## config.mk

```make
export PLATFORM = sky130hd
export DESIGN_NAME = mc_alu_seq_flat
export DESIGN_NICKNAME = d
export VERILOG_FILES = /design/src/rtl/mc_alu_seq_if.sv /design/src/rtl/mc_alu_seq.sv /design/src/flat_wrapper.sv
export SDC_FILE = /design/constraint.sdc
export NUM_CORES = 1
export LEC_CHECK = 0
export CORE_UTILIZATION = 25
export DETAILED_ROUTE_END_ITERATION = 7
export REMOVE_ABC_BUFFERS = 1
export SYNTH_ARGS = -nofsm -noshare
export SYNTH_HDL_FRONTEND = slang
export SYNTH_SLANG_ARGS = --single-unit
```

## constraint.sdc

```tcl
create_clock -name clk -period 21.9 [get_ports clk]
set_input_delay 4.38 -clock clk [delete_from_list [all_inputs] [get_ports clk]]
set_output_delay 4.38 -clock clk [all_outputs]
set_load 0.02 [all_outputs]
```

## src/rtl/mc_alu_seq_if.sv

```systemverilog
// Bus bundle for mc_alu_seq: operand selects and operands, op select and MD
// launch request in; combinational/registered ALU results and the MD
// handshake and HI/LO registers out.
interface mc_alu_seq_if #(
  parameter int WIDTH = 32
);
  logic             alu_src_a;
  logic [1:0]       alu_src_b;
  logic [WIDTH-1:0] a;
  logic [WIDTH-1:0] b;
  logic [WIDTH-1:0] pc;
  logic [WIDTH-1:0] sign_imm;
  logic [3:0]       alu_control;
  logic             start;
  logic [WIDTH-1:0] alu_result;
  logic [WIDTH-1:0] alu_out;
  logic             zero;
  logic             busy;
  logic             done;
  logic [WIDTH-1:0] hi;
  logic [WIDTH-1:0] lo;

  modport master (
    output alu_src_a, alu_src_b, a, b, pc, sign_imm, alu_control, start,
    input  alu_result, alu_out, zero, busy, done, hi, lo
  );

  modport slave (
    input  alu_src_a, alu_src_b, a, b, pc, sign_imm, alu_control, start,
    output alu_result, alu_out, zero, busy, done, hi, lo
  );
endinterface

```

## src/rtl/mc_alu_seq.sv

```systemverilog
// Multi-cycle datapath ALU: operand muxing, combinational result and zero
// flag, per-cycle ALUOut register, plus an iterative multiply/divide unit
// (one shift-add or restoring-subtract step per cycle) with HI/LO registers.
//
// state | meaning
// IDLE  | waiting for start with an MD opcode
// RUN   | iterating, busy=1, one step per cycle for WIDTH cycles
// DONE  | hi/lo hold the new result, done=1 for this cycle only
module mc_alu_seq #(
  parameter int WIDTH  = 32,
  parameter bit MULDIV = 1'b1
) (
  input  logic         clk,
  input  logic         rst_n,
  mc_alu_seq_if.slave  bus
);
  localparam int CW = $clog2(WIDTH);

  typedef enum logic [1:0] {IDLE, RUN, DONE} state_t;

  state_t           state, state_nxt;
  logic [WIDTH-1:0] src_a, src_b, alu_result, alu_out;
  logic             busy, done;

  logic             is_md, md_signed, md_div, accept, div_zero;
  logic             a_neg, b_neg;
  logic [WIDTH-1:0] mag_a, mag_b;

  logic             op_div_q, neg_lo_q, neg_hi_q;
  logic [WIDTH-1:0] opb_q, acc_hi, acc_lo, hi, lo;
  logic [CW-1:0]    cnt;

  logic [WIDTH:0]     mul_sum, div_shift, div_trial;
  logic [WIDTH-1:0]   step_hi, step_lo, fix_hi, fix_lo;
  logic [2*WIDTH-1:0] prod;

  // Operand selection for SrcA / SrcB
  always_comb begin
    src_a = bus.alu_src_a ? bus.a : bus.pc;
    src_b = bus.b;
    unique case (bus.alu_src_b)
      2'b00: src_b = bus.b;
      2'b01: src_b = WIDTH'(4);
      2'b10: src_b = bus.sign_imm;
      2'b11: src_b = bus.sign_imm << 2;
      default: src_b = bus.b;
    endcase
  end

  // Combinational ALU; unlisted and MD codes give zero
  always_comb begin
    alu_result = '0;
    case (bus.alu_control)
      4'b0010: alu_result = src_a + src_b;
      4'b0110: alu_result = src_a - src_b;
      4'b0000: alu_result = src_a & src_b;
      4'b0001: alu_result = src_a | src_b;
      4'b0011: alu_result = src_a ^ src_b;
      4'b0100: alu_result = ~(src_a | src_b);
      4'b0111: alu_result = WIDTH'($signed(src_a) < $signed(src_b));
      4'b1111: alu_result = WIDTH'(src_a < src_b);
      default: alu_result = '0;
    endcase
  end

  // ALUOut follows the result every cycle, regardless of the MD unit
  always_ff @(posedge clk or negedge rst_n) begin
    if (!rst_n) alu_out <= '0;
    else        alu_out <= alu_result;
  end

  // MD opcode decode and operand conditioning at launch
  always_comb begin
    is_md     = (bus.alu_control[3:2] == 2'b10);
    md_signed = ~bus.alu_control[0];
    md_div    = bus.alu_control[1];
    accept    = bus.start && (state == IDLE) && is_md && MULDIV;
    div_zero  = md_div && (src_b == '0);
    a_neg     = md_signed && src_a[WIDTH-1];
    b_neg     = md_signed && src_b[WIDTH-1];
    mag_a     = a_neg ? -src_a : src_a;
    mag_b     = b_neg ? -src_b : src_b;
  end

  // One iteration step plus the sign fix-up applied on the final step
  always_comb begin
    mul_sum   = {1'b0, acc_hi} + (acc_lo[0] ? {1'b0, opb_q} : '0);
    div_shift = {acc_hi, acc_lo[WIDTH-1]};
    div_trial = div_shift - {1'b0, opb_q};
    step_hi   = mul_sum[WIDTH:1];
    step_lo   = {mul_sum[0], acc_lo[WIDTH-1:1]};
    if (op_div_q) begin
      if (!div_trial[WIDTH]) begin
        step_hi = div_trial[WIDTH-1:0];
        step_lo = {acc_lo[WIDTH-2:0], 1'b1};
      end else begin
        step_hi = div_shift[WIDTH-1:0];
        step_lo = {acc_lo[WIDTH-2:0], 1'b0};
      end
    end
    prod = {step_hi, step_lo};
    if (neg_lo_q) prod = -prod;
    fix_hi = prod[2*WIDTH-1:WIDTH];
    fix_lo = prod[WIDTH-1:0];
    if (op_div_q) begin
      fix_lo = neg_lo_q ? -step_lo : step_lo;
      fix_hi = neg_hi_q ? -step_hi : step_hi;
    end
  end

  // FSM state register
  always_ff @(posedge clk or negedge rst_n) begin
    if (!rst_n) state <= IDLE;
    else        state <= state_nxt;
  end

  // FSM next state and handshake outputs
  always_comb begin
    state_nxt = state;
    busy      = 1'b0;
    done      = 1'b0;
    case (state)
      IDLE: if (accept) state_nxt = div_zero ? DONE : RUN;
      RUN: begin
        busy = 1'b1;
        if (cnt == '0) state_nxt = DONE;
      end
      DONE: begin
        done      = 1'b1;
        state_nxt = IDLE;
      end
      default: state_nxt = IDLE;
    endcase
  end

  // MD datapath: operand latch, iteration registers, HI/LO write on the last step
  always_ff @(posedge clk or negedge rst_n) begin
    if (!rst_n) begin
      op_div_q <= 1'b0;
      neg_lo_q <= 1'b0;
      neg_hi_q <= 1'b0;
      opb_q    <= '0;
      acc_hi   <= '0;
      acc_lo   <= '0;
      cnt      <= '0;
      hi       <= '0;
      lo       <= '0;
    end else if (accept) begin
      if (div_zero) begin
        hi <= src_a;
        lo <= '1;
      end else begin
        op_div_q <= md_div;
        neg_lo_q <= a_neg ^ b_neg;
        neg_hi_q <= md_div && a_neg;
        opb_q    <= mag_b;
        acc_hi   <= '0;
        acc_lo   <= mag_a;
        cnt      <= CW'(WIDTH - 1);
      end
    end else if (state == RUN) begin
      acc_hi <= step_hi;
      acc_lo <= step_lo;
      cnt    <= cnt - 1'b1;
      if (cnt == '0) begin
        hi <= fix_hi;
        lo <= fix_lo;
      end
    end
  end

  assign bus.alu_result = alu_result;
  assign bus.alu_out    = alu_out;
  assign bus.zero       = (alu_result == '0);
  assign bus.busy       = busy;
  assign bus.done       = done;
  assign bus.hi         = hi;
  assign bus.lo         = lo;
endmodule
```

## src/flat_wrapper.sv

```systemverilog
// flat-port wrapper written by rule: the top's interface ports become plain ports
module mc_alu_seq_flat 
#(
  parameter int WIDTH  = 32,
  parameter bit MULDIV = 1'b1
)
  (clk, rst_n, bus_alu_src_a, bus_alu_src_b, bus_a, bus_b, bus_pc, bus_sign_imm, bus_alu_control, bus_start, bus_alu_result, bus_alu_out, bus_zero, bus_busy, bus_done, bus_hi, bus_lo);
  mc_alu_seq_if #(.WIDTH(WIDTH)) bus_i ();
  input  logic clk;
  input  logic rst_n;
  input wire logic [$bits(bus_i.alu_src_a)-1:0] bus_alu_src_a;
  input wire logic [$bits(bus_i.alu_src_b)-1:0] bus_alu_src_b;
  input wire logic [$bits(bus_i.a)-1:0] bus_a;
  input wire logic [$bits(bus_i.b)-1:0] bus_b;
  input wire logic [$bits(bus_i.pc)-1:0] bus_pc;
  input wire logic [$bits(bus_i.sign_imm)-1:0] bus_sign_imm;
  input wire logic [$bits(bus_i.alu_control)-1:0] bus_alu_control;
  input wire logic [$bits(bus_i.start)-1:0] bus_start;
  output wire logic [$bits(bus_i.alu_result)-1:0] bus_alu_result;
  output wire logic [$bits(bus_i.alu_out)-1:0] bus_alu_out;
  output wire logic [$bits(bus_i.zero)-1:0] bus_zero;
  output wire logic [$bits(bus_i.busy)-1:0] bus_busy;
  output wire logic [$bits(bus_i.done)-1:0] bus_done;
  output wire logic [$bits(bus_i.hi)-1:0] bus_hi;
  output wire logic [$bits(bus_i.lo)-1:0] bus_lo;
  assign bus_i.alu_src_a = bus_alu_src_a;
  assign bus_i.alu_src_b = bus_alu_src_b;
  assign bus_i.a = bus_a;
  assign bus_i.b = bus_b;
  assign bus_i.pc = bus_pc;
  assign bus_i.sign_imm = bus_sign_imm;
  assign bus_i.alu_control = bus_alu_control;
  assign bus_i.start = bus_start;
  assign bus_alu_result = bus_i.alu_result;
  assign bus_alu_out = bus_i.alu_out;
  assign bus_zero = bus_i.zero;
  assign bus_busy = bus_i.busy;
  assign bus_done = bus_i.done;
  assign bus_hi = bus_i.hi;
  assign bus_lo = bus_i.lo;
  mc_alu_seq #(.WIDTH(WIDTH), .MULDIV(MULDIV)) u_core (.clk(clk), .rst_n(rst_n), .bus(bus_i));
endmodule
```

Word-level counts from Yosys, hierarchy flattened
Index checks and enable logic that the tools add are counted.
- add/subtract/negate cells: 10
- multiply operators: 0
- divide/modulo/power cells: 0
- magnitude comparators: 2
- eq/ne operators: 17
- shift operators: 0
- muxes and demuxes: 38
- bitwise gates (word level): 7
- reduce and logical (&&, ||, !) cells: 18
- operators by type and width (kind ; number):
    $mux 32 ; 25
    $pmux 32 s8 ; 1
    $neg 32->32 ; 4
    $pmux 32 s4 ; 1
    $logic_not 32->1 ; 2
    $lt 32x32->1 ; 2
    $mux 64 ; 1
    $neg 64->64 ; 1
    $add 32x33->33 ; 1
    $sub 33x32->33 ; 1
    $add 32x32->32 ; 1
    $and 32x32->32 ; 1
    $not 32->32 ; 1
    $or 32x32->32 ; 1
    $sub 32x32->32 ; 1
    $xor 32x32->32 ; 1
    $mux 5 ; 3
    $eq 4x3->1 const B ; 3
    $eq 2x2->1 const B ; 4
    $eq 4x2->1 const B ; 2
    $logic_and 1x1->1 ; 6
    $mux 2 ; 3
    $reduce_and 2->1 ; 3
    $logic_not 5->1 ; 1
    14 further kinds ; 22
- register bits after elaboration: 202
- latch bits: 0
- RAM bits: 0
- bits in read-only memories: 0
- bits of input ports: 138
- output and inout port bits: 131
- memories kept: 0

Longest topological paths before layout
Gate-level depths: netlist (run 1).
- depth after elaboration: 9
- gate-level depth with buffers: 24

Worst setup path after synthesis (run 1)
OpenSTA, ideal clock, no wires.
- kind: input to output
- from: in bus_alu_src_b[1]
- to: out bus_zero
- data arrival time: 9.930 ns
- required time: 17.520 ns
- slack: 7.590 ns
- cell stages on the path: 22
- path through: buf_2 -> buf_4 -> buf_2 -> buf_2 -> clkbuf_1 -> mux2i_1 -> or2_2 -> inv_1 -> ha_1 -> fa_1 -> a21o_1 -> a21o_1 -> a2111oi_1 -> o221ai_1 -> a221oi_1 -> o21bai_1 -> a31o_2 -> a221oi_1 -> nand2b_1 -> a31oi_1 -> or4_1 -> nor2_1
- cells in the longest elaborated chain, start to end: 6
- elaborated cells between the ends (all ways): 15
- those cells by class: add/sub: 2; order compare: 2; eq/ne: 3; mux: 2; bitwise: 4; reduce/logical: 2
- RTL lines (element ; line ; text):
    start: declaration ; flat_wrapper.sv:12 ; input wire logic [$bits(bus_i.alu_src_b)-1:0] bus_alu_src_b;
    $eq 2x2->1, or another cell as far along ; mc_alu_seq.sv:41 ; unique case (bus.alu_src_b)
    $pmux 32 s4 * ; mc_alu_seq.sv:41 ;
    parallel branches: the longest is 2 deep, another holds $sub 32x32->32 ; -- ;
    $pmux 32 s8 * ; mc_alu_seq.sv:53 ; case (bus.alu_control)
    via bus_alu_result[30] ; flat_wrapper.sv:19 ; output wire logic [$bits(bus_i.alu_result)-1:0] bus_alu_result;
    $logic_not 32->1 * ; mc_alu_seq.sv:174 ; assign bus.zero = (alu_result == '0);
    end: declaration ; flat_wrapper.sv:21 ; output wire logic [$bits(bus_i.zero)-1:0] bus_zero;
Mark *: on every way through the listed nets, which the timed path passes.

Worst setup path after layout (run 1)
- from: in bus_alu_src_b[1]
- to: out bus_zero
- cells in the longest elaborated chain, start to end: 6
- elaborated cells between the ends (all ways): 15
- those cells by class: add/sub: 2; order compare: 2; eq/ne: 3; mux: 2; bitwise: 4; reduce/logical: 2
- RTL lines (element ; line):
    $eq 2x2->1, or another cell as far along ; mc_alu_seq.sv:41
    $pmux 32 s4 * ; mc_alu_seq.sv:41
    parallel branches: the longest is 2 deep, another holds $sub 32x32->32 ; --
    $pmux 32 s8 * ; mc_alu_seq.sv:53
    $logic_not 32->1 * ; mc_alu_seq.sv:174
Mark *: on every way between the ends.

==> impl_metrics.yaml, run 1 <==
logic_synthesis:
  netlist_area_sq_um: 22600
  syn_inst: 3022
  avgSynthCellArea_sq_um: 7.49
  ys_warn_count: 0
  synth_top_area_share_pct: 22.3
  synthArstFlopShare_pct: 100
  synth_area_leaders: "dfrtp_1 22%, ha_1 8.7%, o21ai_0 6.4%"
  ys_ff_latch: 202
  synth_area_leader_cell: "dfrtp_1"
  ys_types: 110
  synth-main-ff-cell: "dfrtp_1"
  synth_edf_count: 0
  ys_seq_area_share_pct: 22.3
floorplanning:
  coreArea_sq_um: 89100
  io_pins: 269
  start_util_pct: 25.4
  dieArea_sq_um: 91700
  dieWidth_um: 303
  die_y_um: 303
  rows: 109
placed_design:
  routabilityCongestion: 0.994
  port-buffer-count: 268
  dpl.hpwl_um: 81800
  place_inst: 4329
  post_dp_cell_area_sq_um: 26400
worst_hold_path:
  min_path_type: "reg -> reg"
drt:
  drcViolationCount: 0
  routed_via_density: 5.57
  avgRoutedWirePerCell_um: 23.7
  detail-route-antenna-nets: 0
  drtIter0Drc: 2377
  wl_um: 104000
  firstDrtPassIters: 6
  vias: 24400
clock_network:
  cts_tree: "done"
  postCtsResizedCells: 0
  cts_max_path_buffers: 3
  insertion_delay_ps: 600
  clk_pin_slew_worst_paths_ps: 60
  root_buffer: "clkbuf_16"
  cts_sinks: 202
  cts_setup_buffers: 0
  cts_inserted_buffers: 26
  htree_levels: 1
  hold_buffers: 0
worst_setup_path:
  start_kind: "primary input"
  critPathKind: "in -> out"
  critPathRequiredTime_ps: 17520
  crit_arrival_ps: 11710
  critPathMaxFanout: 45
  end_kind: "output port"
final_layout:
  fillers: 9633
  regArea_sq_um: 5060
  multi_input_area_sq_um: 16200
  diodes: 0
  stdcell_count: 4377
  finalInstanceArea_sq_um: 27200
  nNetsFinal: 3490
  drive_gt1_share_pct: 5.85
  syn_to_final_growth_pct: 20.4
run:
  max_cap_viol_count: 0
global_routing:
  grt.total_usage_pct: 22.0
  grt_max_degree: 79
  grt_pass1_wl_um: 153000
  grt_remaining_overflow: 0
  antenna_found_initial: 1
  grt_pass1_vias: 23100
power:
  peakVddDrop_uv: 72.0
  pwr_density_cell_nw_per_um2: 157
  power_uw: 4280
  p_leak_uw: 0.0111
timing:
  rsz0062_at_grt: "false"
  hold_viol_final: 0
  slew_violations: 0
  period_needed_ps: 16090
  post-route-period-util_pct: 73.5
  skew_ps: 17.9
  fmaxAchievable_mhz: 62.2
  worstMarginPinSlew_ps: 1130
  setup_violations: 0
  timing.hold.ws_ps: 480
  tns_ps: 0
  slew_headroom_pct: 24.7
run_status:
  status: "finished, final reports clean"
[worst max-delay path: stages]
cell and delay [ps]:
buf_2 90, buf_4 310, and2_1 590, a2bb2oi_1 1020
inv_1 160, ha_1 590, nand3_1 130, o221a_2 260
o211ai_1 160, a31oi_1 120, o41ai_1 780, a221o_1 390
xnor2_1 150, o211ai_1 180, or4_1 570, nor4_1 690
nand4b_1 250, nor2_1 210, clkdlybuf4s50_1 630
[Yosys cell counts (all sizes together), types with 12 or more instances]
cell type and instances:
inv 166, o221ai 15, o31ai 34, clkbuf 117
o22ai 14, nor2 247, ha 157, nor4 18
o21bai 24, nand2 324, mux2 16, and3 20
a31o 12, a221oi 26, or3 26, a211oi 45
nor2b 29, a31oi 57, dfrtp 202, or2 20
mux2i 102, nor3 70, xnor2 132, buf 56
a21oi 257, nand2b 17, nand3 91, xor2 43
o21a 16, o21ai 310, nand4 25, and2 62
a21o 51, o211ai 32
[sequential cells by signal, indices dropped and copies added, names as in the netlist, 2 cells and up]
| signal | flops |
|---|---|
| u_core.cnt | 5 |
| u_core.acc_hi | 32 |
| u_core.bus.lo | 32 |
| u_core.opb_q | 32 |
| u_core.bus.alu_out | 32 |
| u_core.acc_lo | 32 |
| u_core.state | 2 |
| u_core.bus.hi | 32 |
[final cells by class]
| cell class | count | area share (%) |
|---|---|---|
| multi-input combinational | 2479 | 59.7 |
| sequential | 202 | 18.6 |
| timing repair buffer | 315 | 11.1 |
| tap | 1165 | 5.35 |
| clock buffer | 35 | 2.62 |
| inverter | 168 | 2.32 |
| clock inverter | 13 | 0.354 |
[placed cells by master, fill, tap and decap left out, drive strengths merged, types with 11 or more instances in the layout]
cell           count
clkbuf            35
xnor2            132
xor2              43
and2              62
o31ai             34
nor2             247
inv              166
o21ai            310
nand4             25
mux2i            102
a21oi            257
o22ai             14
o211ai            32
dfrtp            202
and3              20
nand2b            17
a2111oi           11
o21bai            24
nand2            324
or4               11
nor4              18
a2bb2oi           11
ha               157
a22oi             11
or2               20
o221ai            15
nand3             91
clkinv            13
nor2b             29
a21o              51
nor3              70
a211oi            45
buf               51
a31oi             57
a221oi            26
clkdlybuf4s50    264
o21a              16
mux2              16
a31o              12
or3               26
[power breakdown]
part	total, uW	switching, uW	internal, uW
registers	716	184	533
clock network	428	198	230
logic	3130	2010	1120
[path summary, 6_finish.rpt]
path,start,end,slack [ps],cells past startpoint
worst max-delay path,bus_alu_src_b[1],bus_zero,5810,19
worst min-delay path,u_core.bus.hi[10],u_core.bus.hi[10],480,2
worst max register to register,u_core.acc_hi[18],u_core.bus.hi[28],14790,21
worst min register to register,u_core.bus.hi[10],u_core.bus.hi[10],480,2
max in group asynchronous,rst_n,u_core.bus.hi[3],16620,2
min in group asynchronous,rst_n,u_core.bus.alu_out[22],3810,1
[routing by layer]
metal  share of wire (%)  GRT usage (%)
met2                  45           35.8
met4                 4.4           8.61
met3                 8.1           2.96
met5               0.012              0
met1                  42           29.5
[stage by stage]
step	util, %	setup WS, ps
6_report	30.6	5810
5_1_grt	30.6	5330
4_1_cts	30.6	5750
3_5_place_dp	29.7	5740
3_3_place_gp	29.7	5950
2_1_floorplan	-	8670
[cells by family after synthesis]
family                     synth area share (%)
xor gates and xnor gates                   6.78
and+or+nand+nor                            20.7
AOI/OAI and AO/OA                          29.9
adders and majority gates                  8.95
buffers and inverters                      6.02
muxes                                      5.31
DFF                                        22.3
No activity file was read; power rests on OpenSTA's default activity.
==> inputs of run 2 (changes only) <==
- clock period: 21.9 -> 16.35 ns (I/O delays scaled with it)
==> run 2 against run 1 <==
Clock skew hardly changed. Via count up 0.24%. Sequential share of layout area fell by 0.066 points. Clock-buffer cell count is 4 lower. Non-clock buffer count unchanged. Largest power group unchanged. Highest routed layer is now met4.
==> impl_metrics.yaml, run 2 (same netlist as run 1, synthesis figures left out) <==
timing:
  period_needed_ps: 13380
  fmaxAchievable_mhz: 74.7
  slew_headroom_pct: 21.9
  timing.hold.ws_ps: 467
  skew_ps: 18.0
  worstMarginPinSlew_ps: 1170
  post-route-period-util_pct: 81.8
  rsz0062_at_grt: "false"
  slew_violations: 0
  tns_ps: 0
  hold_viol_final: 0
  setup_violations: 0
final_layout:
  stdcell_count: 4377
  diodes: 0
  final_common_cell: "nand2_1"
  drive_gt1_share_pct: 6.04
  nNetsFinal: 3491
  most-common-layout-cells: "322 x nand2_1, 288 x o21ai_0, 264 x clkdlybuf4s50_1, 253 x a21oi_1, 245 x nor2_1"
  syn_to_final_growth_pct: 20.8
  utilization_pct: 30.7
placed_design:
  dpl.hpwl_um: 80300
  routabilityCongestion: 0.982
  port-buffer-count: 268
  place_inst: 4329
drt:
  drtIter0Drc: 2629
  detail-route-antenna-nets: 0
  wl_um: 102000
  drcViolationCount: 0
  vias: 24400
  routed_via_density: 5.58
  firstDrtPassIters: 6
  avgRoutedWirePerCell_um: 23.3
global_routing:
  grt_pass1_wl_um: 152000
  grt_remaining_overflow: 0
  met2_usage_pct: 35.3
  antenna_found_initial: 1
  met1_usage_pct: 28.1
  grt.total_usage_pct: 21.8
  grt_max_degree: 83
  gr-usage-met3_pct: 3.14
  busiest_layer: "met2"
  grt_pass1_vias: 23300
floorplanning:
  io_pins: 269
  die_y_um: 303
  dieWidth_um: 303
  rows: 109
  dieArea_sq_um: 91700
  coreArea_sq_um: 89100
  start_util_pct: 25.4
power:
  p_leak_uw: 0.0111
  p_switching_uw: 3180
  p_seq_share_pct: 16.8
  power_uw: 5740
  peakVddDrop_uv: 108
  p_sw_share_pct: 55.3
  pwr_density_cell_nw_per_um2: 210
  p_int_uw: 2570
  pwr-share-clk_pct: 11.0
  combPwrFrac_pct: 72.2
worst_setup_path:
  critPathRequiredTime_ps: 13080
  r2r_start: "u_core.acc_lo[31]"
  end_kind: "output port"
  r2r_end: "u_core.bus.hi[28]"
  start_kind: "primary input"
  critPathKind: "in -> out"
  critPathMaxFanout: 32
  rrSetupSlack_ps: 9200
  reg2regPathDepth: 25
  crit_arrival_ps: 10110
worst_hold_path:
  whs_path_depth: 2
  hp-start: "u_core.bus.hi[15]"
  min_path_type: "reg -> reg"
  holdPathEnd: "u_core.bus.hi[15]"
clock_network:
  cts_setup_buffers: 0
  hold_buffers: 0
  root_buffer: "clkbuf_16"
  cts_sinks: 202
  cts_inserted_buffers: 27
  cts_max_path_buffers: 3
  htree_levels: 1
  clk_pin_slew_worst_paths_ps: 50
  insertion_delay_ps: 610
  postCtsResizedCells: 0
  cts_tree: "done"
run:
  max_cap_viol_count: 0
run_status:
  status: "finished, final reports clean"
run 2: worst max-delay path by stage:
stage                     cells past startpoint  slack, ps        startpoint        to
after global placement                       19       2950  bus_alu_src_b[0]  bus_zero
after global routing                         19       2510  bus_alu_src_b[0]  bus_zero
after CTS                                    19       2890  bus_alu_src_b[0]  bus_zero
final                                        20       2970     bus_alu_src_a  bus_zero
after detailed placement                     19       2900  bus_alu_src_b[0]  bus_zero
after floorplan                              16       5340  bus_alu_src_b[1]  bus_zero
run 2: layout make-up:
cell class              count  area, sq um
fillers                  9618        61700
multi-input cells        2479        16200
flip-flops and latches    202         5060
repair buffers            315         3030
well taps                1165         1460
clock buffers              31          731
inverters                 168          631
clock inverters            17          178
run 2: metrics by stage:
stage / instance area [sq um] / worst slack, ps
2_1_floorplan: 21900 / 5340
3_3_place_gp: 26400 / 2950
3_5_place_dp: 26400 / 2900
4_1_cts: 27300 / 2890
5_1_grt: 27300 / 2510
6_report: 27300 / 2970
run 2: critical path, cell delays in order:
cell and delay [ps]:
buf_2 70, buf_4 490, mux2i_1 860, inv_1 120, ha_1 290, fa_1 410, a21o_1 220, a21o_1 190
a2111oi_1 820, o221ai_1 440, a221oi_1 380, o21bai_1 210, a31o_2 330, nand2_1 80, nor2_1 40, a2111oi_0 600
o2111a_1 280, nand4b_1 160, nor2_1 200, clkdlybuf4s50_1 630
run 2: layer usage:
layer / vias up / share of wire, %
li1: 11300 / -
met1: 11800 / 42
met2: 1107 / 45
met3: 209 / 7.2
met4: 0 / 5.6
met5: - / 0
run 2: power groups by stage:
stage                     logic, uW  registers [uW]  clock network [uW]
after floorplan                2620            1000                   0
after global placement         4040             960                   0
after detailed placement       4050             962                   0
after CTS                      4070             954                 645
after global routing           4470             984                 658
final                          4150             964                 630
